File: src/rtl/rf_write_arbiter_if.sv
// Handshake and status bundle for rf_write_arbiter: two write requesters, the issue/flush
// scoreboard controls, the pending-write vector and the register-file write port.
interface rf_write_arbiter_if #(
    parameter int unsigned DATA_W = 32,
    parameter int unsigned ADDR_W = 5
);
    logic                   i_req0_valid;
    logic [ADDR_W-1:0]      i_req0_rd;
    logic [DATA_W-1:0]      i_req0_data;
    logic                   o_req0_ready;

    logic                   i_req1_valid;
    logic [ADDR_W-1:0]      i_req1_rd;
    logic [DATA_W-1:0]      i_req1_data;
    logic                   o_req1_ready;

    logic                   i_issue_valid;
    logic [ADDR_W-1:0]      i_issue_rd;
    logic                   i_flush;
    logic [2**ADDR_W-1:0]   o_busy;

    logic                   o_rf_we;
    logic [ADDR_W-1:0]      o_rf_rd;
    logic [DATA_W-1:0]      o_rf_wdata;

    modport master (
        output i_req0_valid, i_req0_rd, i_req0_data,
        output i_req1_valid, i_req1_rd, i_req1_data,
        output i_issue_valid, i_issue_rd, i_flush,
        input  o_req0_ready, o_req1_ready, o_busy,
        input  o_rf_we, o_rf_rd, o_rf_wdata
    );

    modport slave (
        input  i_req0_valid, i_req0_rd, i_req0_data,
        input  i_req1_valid, i_req1_rd, i_req1_data,
        input  i_issue_valid, i_issue_rd, i_flush,
        output o_req0_ready, o_req1_ready, o_busy,
        output o_rf_we, o_rf_rd, o_rf_wdata
    );
endinterface

File: src/rtl/rf_write_arbiter.sv
// Register-file write arbiter (ALU vs load unit) with a per-register pending-write scoreboard.
// Define RF_ARB_FIXED_PRIO_EN to give requester 1 fixed priority instead of round-robin.
module rf_write_arbiter #(
    parameter int unsigned DATA_W = 32,
    parameter int unsigned ADDR_W = 5
) (
    input logic               i_clk,
    input logic               i_rst_n,
    rf_write_arbiter_if.slave bus
);
    localparam int unsigned NumRegs = 2 ** ADDR_W;

    logic              gnt0;
    logic              gnt1;
    logic              xfer;
    logic [ADDR_W-1:0] sel_rd;
    logic [DATA_W-1:0] sel_data;

    logic               rf_we_d, rf_we_q;
    logic [ADDR_W-1:0]  rf_rd_d, rf_rd_q;
    logic [DATA_W-1:0]  rf_wdata_d, rf_wdata_q;
    logic [NumRegs-1:0] busy_d, busy_q;

`ifndef RF_ARB_FIXED_PRIO_EN
    // 1 means requester 1 was granted last, so requester 0 wins the next contention.
    logic last_d, last_q;
`endif

    always_comb begin
        gnt0 = 1'b0;
        gnt1 = 1'b0;
        if (i_rst_n) begin
            if (bus.i_req0_valid && bus.i_req1_valid) begin
`ifdef RF_ARB_FIXED_PRIO_EN
                gnt1 = 1'b1;
`else
                gnt0 = last_q;
                gnt1 = !last_q;
`endif
            end else begin
                gnt0 = bus.i_req0_valid;
                gnt1 = bus.i_req1_valid;
            end
        end
    end

    assign xfer     = gnt0 | gnt1;
    assign sel_rd   = gnt1 ? bus.i_req1_rd : bus.i_req0_rd;
    assign sel_data = gnt1 ? bus.i_req1_data : bus.i_req0_data;

    assign bus.o_req0_ready = gnt0;
    assign bus.o_req1_ready = gnt1;

    always_comb begin
        rf_we_d    = 1'b0;
        rf_rd_d    = rf_rd_q;
        rf_wdata_d = rf_wdata_q;
        busy_d     = busy_q;
        if (xfer) begin
            rf_we_d          = (sel_rd != '0);
            rf_rd_d          = sel_rd;
            rf_wdata_d       = sel_data;
            busy_d[sel_rd]   = 1'b0;
        end
        // Applied after the clear so a same-register issue wins.
        if (bus.i_issue_valid && (bus.i_issue_rd != '0)) begin
            busy_d[bus.i_issue_rd] = 1'b1;
        end
        if (bus.i_flush) begin
            busy_d = '0;
        end
        busy_d[0] = 1'b0;
    end

`ifndef RF_ARB_FIXED_PRIO_EN
    assign last_d = xfer ? gnt1 : last_q;
`endif

    always_ff @(posedge i_clk) begin
        if (!i_rst_n) begin
            rf_we_q    <= 1'b0;
            rf_rd_q    <= '0;
            rf_wdata_q <= '0;
            busy_q     <= '0;
`ifndef RF_ARB_FIXED_PRIO_EN
            last_q     <= 1'b1;
`endif
        end else begin
            rf_we_q    <= rf_we_d;
            rf_rd_q    <= rf_rd_d;
            rf_wdata_q <= rf_wdata_d;
            busy_q     <= busy_d;
`ifndef RF_ARB_FIXED_PRIO_EN
            last_q     <= last_d;
`endif
        end
    end

    assign bus.o_rf_we    = rf_we_q;
    assign bus.o_rf_rd    = rf_rd_q;
    assign bus.o_rf_wdata = rf_wdata_q;
    assign bus.o_busy     = busy_q;
endmodule

File: src/flat_wrapper.sv
// flat-port wrapper written by rule: the top's interface ports become plain ports
module rf_write_arbiter_flat 
#(
    parameter int unsigned DATA_W = 32,
    parameter int unsigned ADDR_W = 5
)
  (i_clk, i_rst_n, bus_i_req0_valid, bus_i_req0_rd, bus_i_req0_data, bus_i_req1_valid, bus_i_req1_rd, bus_i_req1_data, bus_i_issue_valid, bus_i_issue_rd, bus_i_flush, bus_o_req0_ready, bus_o_req1_ready, bus_o_busy, bus_o_rf_we, bus_o_rf_rd, bus_o_rf_wdata);
  rf_write_arbiter_if #(.DATA_W(DATA_W), .ADDR_W(ADDR_W)) bus_i ();
  input logic i_clk;
  input logic i_rst_n;
  input wire logic [$bits(bus_i.i_req0_valid)-1:0] bus_i_req0_valid;
  input wire logic [$bits(bus_i.i_req0_rd)-1:0] bus_i_req0_rd;
  input wire logic [$bits(bus_i.i_req0_data)-1:0] bus_i_req0_data;
  input wire logic [$bits(bus_i.i_req1_valid)-1:0] bus_i_req1_valid;
  input wire logic [$bits(bus_i.i_req1_rd)-1:0] bus_i_req1_rd;
  input wire logic [$bits(bus_i.i_req1_data)-1:0] bus_i_req1_data;
  input wire logic [$bits(bus_i.i_issue_valid)-1:0] bus_i_issue_valid;
  input wire logic [$bits(bus_i.i_issue_rd)-1:0] bus_i_issue_rd;
  input wire logic [$bits(bus_i.i_flush)-1:0] bus_i_flush;
  output wire logic [$bits(bus_i.o_req0_ready)-1:0] bus_o_req0_ready;
  output wire logic [$bits(bus_i.o_req1_ready)-1:0] bus_o_req1_ready;
  output wire logic [$bits(bus_i.o_busy)-1:0] bus_o_busy;
  output wire logic [$bits(bus_i.o_rf_we)-1:0] bus_o_rf_we;
  output wire logic [$bits(bus_i.o_rf_rd)-1:0] bus_o_rf_rd;
  output wire logic [$bits(bus_i.o_rf_wdata)-1:0] bus_o_rf_wdata;
  assign bus_i.i_req0_valid = bus_i_req0_valid;
  assign bus_i.i_req0_rd = bus_i_req0_rd;
  assign bus_i.i_req0_data = bus_i_req0_data;
  assign bus_i.i_req1_valid = bus_i_req1_valid;
  assign bus_i.i_req1_rd = bus_i_req1_rd;
  assign bus_i.i_req1_data = bus_i_req1_data;
  assign bus_i.i_issue_valid = bus_i_issue_valid;
  assign bus_i.i_issue_rd = bus_i_issue_rd;
  assign bus_i.i_flush = bus_i_flush;
  assign bus_o_req0_ready = bus_i.o_req0_ready;
  assign bus_o_req1_ready = bus_i.o_req1_ready;
  assign bus_o_busy = bus_i.o_busy;
  assign bus_o_rf_we = bus_i.o_rf_we;
  assign bus_o_rf_rd = bus_i.o_rf_rd;
  assign bus_o_rf_wdata = bus_i.o_rf_wdata;
  rf_write_arbiter #(.DATA_W(DATA_W), .ADDR_W(ADDR_W)) u_core (.i_clk(i_clk), .i_rst_n(i_rst_n), .bus(bus_i));
endmodule
File: config.mk
export PLATFORM = sky130hd
export DESIGN_NAME = rf_write_arbiter_flat
export DESIGN_NICKNAME = d
export VERILOG_FILES = /design/src/rtl/rf_write_arbiter_if.sv /design/src/rtl/rf_write_arbiter.sv /design/src/flat_wrapper.sv
export SDC_FILE = /design/constraint.sdc
export NUM_CORES = 1
export LEC_CHECK = 0
export BUFFER_PORTS_ARGS = -buffer_cell sky130_fd_sc_hd__buf_2
export CAP_MARGIN = 20
export CORE_ASPECT_RATIO = 0.75
export CORE_UTILIZATION = 46
export CTS_CLUSTER_DIAMETER = 200
export DETAILED_ROUTE_END_ITERATION = 8
export PLACE_DENSITY = 0.87
export SETUP_SLACK_MARGIN = 0.3
export SYNTH_ARGS = -nofsm -noshare
export SYNTH_HDL_FRONTEND = slang
export SYNTH_SLANG_ARGS = --single-unit
File: constraint.sdc
create_clock -name i_clk -period 1.75 [get_ports i_clk]
set_input_delay 0.35 -clock i_clk [delete_from_list [all_inputs] [get_ports i_clk]]
set_output_delay 0.35 -clock i_clk [all_outputs]
set_load 0.01 [all_outputs]
## Word level (Yosys, flattened, before mapping)

Index checks and enable logic that the tools add are counted.

| storage, ports and cells | value |
|---|---|
| register bits after elaboration | 71 |
| latch bits | 0 |
| memory bits (writable) | 0 |
| memory bits (read-only) | 0 |
| logic and storage cells | 36 |
| memories | 0 |

| operators by class | value |
|---|---|
| add/subtract/negate cells | 0 |
| $mul | 0 |
| divide/modulo/power cells | 0 |
| magnitude comparators | 4 |
| eq/ne operators | 0 |
| shift-type cells | 0 |
| multiplexer cells | 12 |
| bitwise gates (word level) | 5 |
| reduce and logical (&&, ||, !) cells | 9 |

Operator list:

| cell | count |
|---|---|
| $mux W32 | 3 |
| $and A32 B32 Y32 | 1 |
| $not A32 Y32 | 1 |
| $or A32 B32 Y32 | 1 |
| $lt A5 B6 Y1 const B | 2 |
| $demux W1 S5 | 2 |
| $ge A5 B1 Y1 const B | 2 |
| $reduce_bool A5 Y1 | 2 |
| $mux W1 | 6 |
| $mux W5 | 1 |
| $logic_and A1 B1 Y1 | 4 |
| $reduce_and A2 Y1 | 1 |
| $reduce_or A2 Y1 | 1 |
| $logic_not A1 Y1 | 1 |
| $not A1 Y1 | 1 |
| $or A1 B1 Y1 | 1 |

## Depth between registers and ports, before layout

Gate-level depths: netlist of run 1.

| logic depth | value |
|---|---|
| word-level depth | 13 |
| depth in mapped cells | 7 |

## Worst setup path after synthesis of run 1

No wires, ideal clock.

| timing path | value |
|---|---|
| path type | input-to-reg |
| start point | in bus_i_req0_valid |
| end point | reg u_core.busy_q[4], in the netlist u_core.bus.o_busy[4] |
| library setup time | 0.146 ns |
| arrival | 1.347 ns |
| slack | 0.257 ns |
| stages | 5 |
| buffers on the path | 1 |
| cells stage by stage | and2_0 > clkbuf_1 > or4_4 > a21oi_4 > a311oi_1 |

| between the ends | value |
|---|---|
| word-level cells in the longest chain between the ends | 13 |
| elaborated cells between the ends (all ways) | 17 |
| classes of those cells | order compare (2); mux (9); bitwise (4); reduce/logical (2) |

Ends and longest elaborated chain:

| item | line | text |
|---|---|---|
| start: declaration | flat_wrapper.sv:11 | `input wire logic [$bits(bus_i.i_req0_valid)-1:0] bus_i_req0_valid;` |
| $logic_and A1 B1 Y1 | rf_write_arbiter.sv:33 | `if (bus.i_req0_valid && bus.i_req1_valid) begin` |
| $mux W1 | rf_write_arbiter.sv:33 |  |
| $mux W1 | rf_write_arbiter.sv:32 | `if (i_rst_n) begin` |
| $mux W5 | rf_write_arbiter.sv:48 | `assign sel_rd = gnt1 ? bus.i_req1_rd : bus.i_req0_rd;` |
| $lt A5 B6 Y1 (implied by the code) / $ge A5 B1 Y1 (equally long branches) | rf_write_arbiter.sv:63 | `busy_d[sel_rd] = 1'b0;` |
| $logic_and A1 B1 Y1 (implied by the code) | rf_write_arbiter.sv:63 |  |
| $mux W1 (implied by the code) | rf_write_arbiter.sv:63 |  |
| $demux W1 S5 | -- |  |
| $not A32 Y32 (no source line) | -- |  |
| $and A32 B32 Y32 (no source line) | -- |  |
| $mux W32 (*) | rf_write_arbiter.sv:59 | `if (xfer) begin` |
| $or A32 B32 Y32 (no source line) | -- |  |
| $mux W32 (*) | rf_write_arbiter.sv:66 | `if (bus.i_issue_valid && (bus.i_issue_rd != '0)) begin` |
| end signal: assignment | rf_write_arbiter.sv:92 | `busy_q <= busy_d;` |
| end: declaration | rf_write_arbiter.sv:22 | `logic [NumRegs-1:0] busy_d, busy_q;` |

Mark *: on every way between the ends. The rest lies on a longest branch, timed or not.
A chain may end at the register's enable or synchronous reset.

## Worst setup path in the final report of run 1

| timing path | value |
|---|---|
| start point | reg u_core.last_q |
| end point | reg u_core.busy_q[12], in the netlist u_core.bus.o_busy[12] |

| between the ends | value |
|---|---|
| word-level cells in the longest chain between the ends | 13 |
| elaborated cells between the ends (all ways) | 17 |
| classes of those cells | order compare (2); mux (9); bitwise (4); reduce/logical (2) |

Ends and longest elaborated chain:

| item | line | text |
|---|---|---|
| start: declaration | rf_write_arbiter.sv:26 | `logic last_d, last_q;` |
| start signal: assignment | rf_write_arbiter.sv:94 | `last_q <= last_d;` |
| $logic_not A1 Y1 | rf_write_arbiter.sv:38 | `gnt1 = !last_q;` |
| $mux W1 | rf_write_arbiter.sv:33 |  |
| $mux W1 | rf_write_arbiter.sv:32 |  |
| $mux W5 | rf_write_arbiter.sv:48 |  |
| $lt A5 B6 Y1 (implied by the code) / $ge A5 B1 Y1 (equally long branches) | rf_write_arbiter.sv:63 |  |
| $logic_and A1 B1 Y1 (implied by the code) | rf_write_arbiter.sv:63 |  |
| $mux W1 (implied by the code) | rf_write_arbiter.sv:63 |  |
| $demux W1 S5 | -- |  |
| $not A32 Y32 (no source line) | -- |  |
| $and A32 B32 Y32 (no source line) | -- |  |
| $mux W32 (*) | rf_write_arbiter.sv:59 |  |
| $or A32 B32 Y32 (no source line) | -- |  |
| $mux W32 (*) | rf_write_arbiter.sv:66 |  |

Marks and branches as above.

==> run metrics, run 1 <==
status=complete, no violations; Crit. End Element=flop; Setup WS pre-CTS=-0.02758 ns; Antenna Cells=0; Slew headroom=64.68%; number of global-route vias before repair=approximately 3400; RSZ-0062 raised after global routing=true; placed cell areas=4219 um^2; CTS root buffer=clkbuf_8; largest net degree at the start of global routing=35; Routed wire per std cell=17.84 um; final setup vio count=0; post-synth cell types=35; chip height=around 75 um; Slowest-stage cell, CP=dfxtp_4; CTS buffer count=9; worst r2r path cells=5; Max VDD drop=0.5304 mV; CORE AREA=6832 um^2; Area Overhead vs Synth=44.85%; GRT overflow=0; FFs w/ async S/R, synth=0%; FILL cells=about 500; TritonCTS clock tree=done; crit-path cells=and2_4, buf_4, o21ai_1, a21oi_4, a311oi_1; Final nets=631; initial core utilization=47.69%; Hold Worst Slack=about 0.26 ns; crit-path max FO=7; synth warn=0; drt drc=0; Critical Path Max Stage Delay=0.37 ns; initial antenna violation count=0; max frequency=636.2 MHz; Pre-antenna DRT Iters=5; post-route ant nets=0; Worst Path Buf+Inv=1; Req. time, crit path=2.00 ns; period utilization=between 80% and 90%; post-synthesis sequential area ratio=a little over two fifths; top cells by area, synth=dfxtp_1 (43%), mux2i_1 (11%), nand2_1 (8.6%), a311oi_1 (8.3%), o21ai_0 (6.1%); crit path kind=flop to flop; critical path startpoint category=flop; Reg clk slew, reported paths=0.08 ns; routed wire length=~11 mm; GR Layer Usage met3=7.057%; grt met2 use=51.44%; Yosys top cell by area=dfxtp_1; global-route wire length before repair=16.33 mm; Ports=157; worst setup margin=0.1782 ns; Hold Crit Start=i_rst_n; fin area=4720 um^2; reg2reg start=u_core.last_q$_SDFFE_PN1N_; syn_nets=~460; hold crit path type=input port to flop; Final Hold Viols=0; Pins Over Slew Limit=0; total track usage=28.15%; register bit total from synthesis=70; ys flop type=dfxtp_1; RD Place Congestion=approximately 1; Yosys top cell area share=43.01%; Top delay family on crit path=compound AO/OA/AOI/OAI gates; Leak=around 2.2 nW; Die X=99.18 um; post-synthesis instance total=374; fraction of layout cells with a size suffix above 1=41.74%; Hold Path Cell Cnt=2; flop2flop setup slack=roughly 0.18 ns; Via density=5.850; Final min period=1.572 ns; Worst-Skew Late Latency=0.35 ns; Avg Inst Size Synth=roughly 8.7 um^2; IO buf count=roughly 160; die area=between 7000 and 8000 um^2; met1 GRT Util=31.88%; worst-case hold path end point=u_core.last_q$_SDFFE_PN1N_; GR peak layer=met2; total power=0.003865 W; Post-synth EDFFs=0; reg-to-reg endpoint=u_core.bus.o_busy[12]$_SDFF_PP0_; # rows=26; Sink Count=70; via count=~3700; Starting DRT DRC Count=470; Least-Margin Pin Slew=approximately 0.52 ns; DP HPWL=7.248 mm; CTS hold repair buffers=0; Cell Area, Synth=3258 um^2; pwr dens=around 820 nW/um^2; final core occ=69.08%; max_cap viols=0; Max Root-Sink Buffers=2; Arr. time, crit path=1.82 ns; Worst Skew=roughly 0.012 ns; H-Tree Depth=3
-- registers in the layout (all words and copies together) (netlist names) --
register and cells:
u_core.bus.o_busy 31, u_core.bus.o_rf_wdata 32, u_core.bus.o_rf_rd 5, u_core.last_q 1
u_core.bus.o_rf_we 1
-- stage by stage --
stage	cells	setup TNS [ns]
floorplan	374	0
global placement	610	0
detailed placement	610	-0.07658
CTS	631	0
global route	635	0
finish	635	0
-- report_power, final --
group / internal [W] / switching (W) / leakage (nW)
combinational: 0.000290 / 0.000366 / 1.53
clock: 0.000880 / 0.000628 / 0.116
sequential: 0.00166 / 0.0000374 / 0.574
total: 0.00283 / 0.00103 / 2.22
-- logic make-up (layout without fill, tap and decap cells) --
logic type      after synthesis  after routing  share of synthesized area, %
compound gates              121            121                         24.62
buf+inv                      28            205                         4.416
flops                        70             70                         43.01
mux                          37             37                         11.37
other cells                   1              1                        0.1151
simple gates                117            117                         16.47
-- per-layer routing --
layer	up-vias	part of all wire (%)	wire (um)
li1	1720	-	-
met1	1721	40	4481
met2	228	50	5662
met3	46	7.2	811
met4	0	3.3	375
met5	-	0	0
-- worst max-delay path by stage --
stage	start	to	slack (ns)	cells past startpoint
6_report	u_core.last_q$_SDFFE_PN1N_	u_core.bus.o_busy[12]$_SDFF_PP0_	0.18	5
3_3_place_gp	bus_i_req0_valid	u_core.bus.o_busy[24]$_SDFF_PP0_	0.03	5
4_1_cts	u_core.last_q$_SDFFE_PN1N_	bus_o_req1_ready	0.24	4
5_1_grt	u_core.last_q$_SDFFE_PN1N_	u_core.bus.o_busy[12]$_SDFF_PP0_	0.13	5
2_1_floorplan	bus_i_req0_valid	u_core.bus.o_busy[4]$_SDFF_PP0_	0.27	5
3_5_place_dp	bus_i_req0_valid	u_core.bus.o_busy[24]$_SDFF_PP0_	-0.03	5
-- placed cells by master (no fill, tap or decap), types with 3 or more instances in the layout --
cell      instances
mux2i_1          35
o21ai_0          38
clkbuf_8         11
a21oi_1          36
a21oi_2           3
nor2_1            9
nor2b_1           5
nand4b_1          4
o21ai_1           3
o41ai_2           3
a311oi_2          7
dfxtp_1          69
buf_2           153
nand2_1          74
buf_4            25
a311oi_1         24
nand3_1           5
nand2b_1          5
-- timing repair --
item	CTS	global route
buffers inserted	4	2
endpoints found under the setup margin	65	63
cloned	1	2
gates resized for setup	14	19
pin swaps	5	5
-- cells in the mapped netlist, types with 2 or more instances --
| cell | instances |
|---|---|
| nand2_1 | 75 |
| dfxtp_1 | 70 |
| o21ai_0 | 40 |
| mux2i_1 | 37 |
| a21oi_1 | 36 |
| a311oi_1 | 31 |
| clkbuf_1 | 16 |
| nor2_1 | 9 |
| nand2b_1 | 6 |
| nand3_1 | 5 |
| nor2b_1 | 5 |
| buf_2 | 4 |
| buf_6 | 4 |
| nand4b_1 | 4 |
| o41ai_2 | 4 |
| a21oi_2 | 3 |
| and2_1 | 2 |
| inv_1 | 2 |
| nand4_1 | 2 |
| nor3_1 | 2 |
| o2111ai_1 | 2 |
| o21ai_1 | 2 |
-- area by class of cell --
class,count,area [um^2],area share [%]
multi-input combinational,276,1836,38.89
sequential,70,1405,29.77
timing repair buffer,186,1125,23.83
clock buffer,11,151.4,3.208
tap,84,105.1,2.227
clock inverter,5,81.33,1.723
inverter,3,16.27,0.3446
Note: power is estimated with default switching activity, not from simulation.
==> inputs of run 2 (changes only) <==
CORE_UTILIZATION = 48   (was 46)
CTS_BUF_LIST = sky130_fd_sc_hd__clkbuf_8   (was unset)
PLACE_DENSITY = 0.83   (was 0.87)
==> run 2 against run 1 <==
Compared with the run above:
- non-clock buffer count shrank 1
- global-route usage shrank 0.80 points
- worst hold slack gained 0.014 ns
- highest routed layer unchanged
- combinational power shrank 3.4%
- flip-flop and latch count is the same
- first-iteration DRC count shrank 43%
- die area shrank 4.1%
- clock skew shrank 0.0020 ns
- count of clock-buffer cells in the layout grew 2
==> run metrics, run 2 (same netlist as run 1, synthesis figures left out) <==
status=complete, no violations (unchanged); Multi-input gate area=1808 um^2 (was 1836 um^2); worst-case hold path end point=u_core.last_q$_SDFFE_PN1N_ (unchanged); Req. time, crit path=1.95 ns (was 2.00 ns); CTS buffer count=9 (unchanged); # rows=25 (was 26); crit path kind=flop to flop (unchanged); Hold Crit Start=i_rst_n (unchanged); DP HPWL=7.212 mm (was 7.248 mm); Leak=2.166 nW (was 2.217 nW); Max VDD drop=0.5596 mV (was 0.5304 mV); Reg clk slew, reported paths=0.06 ns (was 0.08 ns); Final min period=1.504 ns (was 1.572 ns); largest net degree at the start of global routing=38 (was 35); RD Place Congestion=0.8912 (was 0.9806); via count=3659 (was 3715); Routed wire per std cell=16.65 um (was 17.84 um); Sink Count=70 (unchanged); hold crit path type=input port to flop (unchanged); flip-flop count of the largest register after layout=32 (unchanged); Slew headroom=64.76% (was 64.68%); Pins Over Slew Limit=0 (unchanged); total power=0.003541 W (was 0.003865 W); register area=1403 um^2 (was 1405 um^2); Pre-antenna DRT Iters=5 (unchanged); RSZ-0062 raised after global routing=true (unchanged); number of global-route vias before repair=3219 (was 3434); drt drc=0 (unchanged); CTS root buffer=clkbuf_8 (unchanged); H-Tree Depth=3 (unchanged); Crit. End Element=flop (unchanged); Final Hold Viols=0 (unchanged); TritonCTS clock tree=done (unchanged); reg2reg start=u_core.last_q$_SDFFE_PN1N_ (unchanged); Max Root-Sink Buffers=2 (unchanged); Worst-Skew Late Latency=0.35 ns (about the same); max frequency=664.9 MHz (was 636.2 MHz); CORE AREA=6412 um^2 (was 6832 um^2); Worst Skew=0.009892 ns (was 0.01192 ns); Least-Margin Pin Slew=0.5228 ns (was 0.5240 ns); Arr. time, crit path=1.70 ns (was 1.82 ns); Die X=97.14 um (was 99.18 um); worst r2r path cells=6 (was 5); routed wire length=10.51 mm (was 11.33 mm); final setup vio count=0 (unchanged); CTS hold repair buffers=0 (unchanged); FILL cells=470 (was 490); total track usage=27.35% (was 28.15%); commonest non-fill, non-tap cell in the layout=buf_2 (unchanged); fraction of layout cells with a size suffix above 1=40.98% (was 41.74%); critical path startpoint category=flop (unchanged); most frequent cells in the layout=buf_2 (154), nand2_1 (74), dfxtp_1 (69) (was buf_2 (153), nand2_1 (74), dfxtp_1 (69)); setup TNS=0 ns (unchanged); initial core utilization=50.81% (was 47.69%); pwr dens=771.9 nW/um^2 (was 818.9 nW/um^2); global-route wire length before repair=15.53 mm (was 16.33 mm); die area=7125 um^2 (was 7427 um^2); max_cap viols=0 (unchanged); placed cell areas=4238 um^2 (was 4219 um^2); reg-to-reg endpoint=u_core.bus.o_rf_wdata[2]$_SDFFE_PN0N_ (was u_core.bus.o_busy[12]$_SDFF_PP0_); Area Overhead vs Synth=40.78% (was 44.85%); Hold Path Cell Cnt=2 (unchanged); GRT overflow=0 (unchanged); Via density=5.799 (was 5.850); Starting DRT DRC Count=268 (was 470); period utilization=85.94% (was 89.82%); fin area=4587 um^2 (was 4720 um^2); crit-path max FO=16 (was 7); initial antenna violation count=1 (was 0); Final nets=630 (was 631); Ports=157 (unchanged); flop2flop setup slack=0.25 ns (was 0.18 ns); post-route ant nets=0 (unchanged); chip height=73.35 um (was 74.89 um); IO buf count=155 (unchanged)
run 2: worst max-delay path by stage:
stage,start,end,slack (ns),depth (start not counted)
2_1_floorplan,bus_i_req0_valid,u_core.bus.o_busy[4]$_SDFF_PP0_,0.27,5
3_3_place_gp,bus_i_req0_valid,u_core.bus.o_busy[4]$_SDFF_PP0_,0.05,5
3_5_place_dp,bus_i_req0_valid,u_core.bus.o_busy[24]$_SDFF_PP0_,0.01,5
4_1_cts,u_core.last_q$_SDFFE_PN1N_,bus_o_req1_ready,0.26,4
5_1_grt,u_core.last_q$_SDFFE_PN1N_,u_core.bus.o_busy[12]$_SDFF_PP0_,0.20,4
6_report,u_core.last_q$_SDFFE_PN1N_,u_core.bus.o_rf_wdata[2]$_SDFFE_PN0N_,0.25,6
run 2: final cells by class:
cell class | count | share of cell area, %
timing repair buffer | 185 | 23.32
antenna | 1 | 0.05456
multi-input combinational | 276 | 39.42
clock inverter | 2 | 0.1637
clock buffer | 13 | 3.901
inverter | 3 | 0.3546
tap | 81 | 2.209
sequential | 70 | 30.58
run 2: layer usage:
layer / global-route usage (%) / vias up / share of wire, %
met2: 47.97 / 196 / 49
met1: 32.84 / 1697 / 39
li1: - / 1719 / -
met5: 0 / - / 0
met3: 6.280 / 47 / 8.1
met4: 11.44 / 0 / 4.3
run 2: repair_timing:
item                       in CTS  in global routing
setup endpoints to repair      20                 44
buffers inserted                4                  0
pin swaps                       6                  3
hold endpoints to repair        0                  0
gates cloned                    0                  1
gates resized for setup        10                 15
run 2: report_power, final:
| part | total, W | switching (W) | internal (W) |
|---|---|---|---|
| Combinational | 0.000634 | 0.000355 | 0.000280 |
| Clock | 0.00121 | 0.000556 | 0.000652 |
| Sequential | 0.00170 | 0.0000324 | 0.00167 |
| Total | 0.00354 | 0.000944 | 0.00260 |
run 2: per-stage QoR:
| stage | std cells | hold slack [ns] | worst slack [ns] | utilization (%) |
|---|---|---|---|---|
| floorplan | 374 | 0.4218 | 0.2695 | - |
| global placement | 610 | 0.4286 | 0.04957 | 66.09 |
| CTS | 629 | 0.2484 | 0.2587 | 70.03 |
| detailed placement | 610 | 0.4384 | 0.01036 | 66.09 |
| finish | 631 | 0.2707 | 0.2460 | 71.53 |
| global route | 631 | 0.2688 | 0.1986 | 71.53 |
run 2: critical path: stages, from the launching register on:
cell	delay, ns
dfxtp_2	0.35
nand2_2	0.08
nand2_4	0.12
buf_4	0.18
buf_16	0.18
mux2i_1	0.28
o21ai_0	0.15
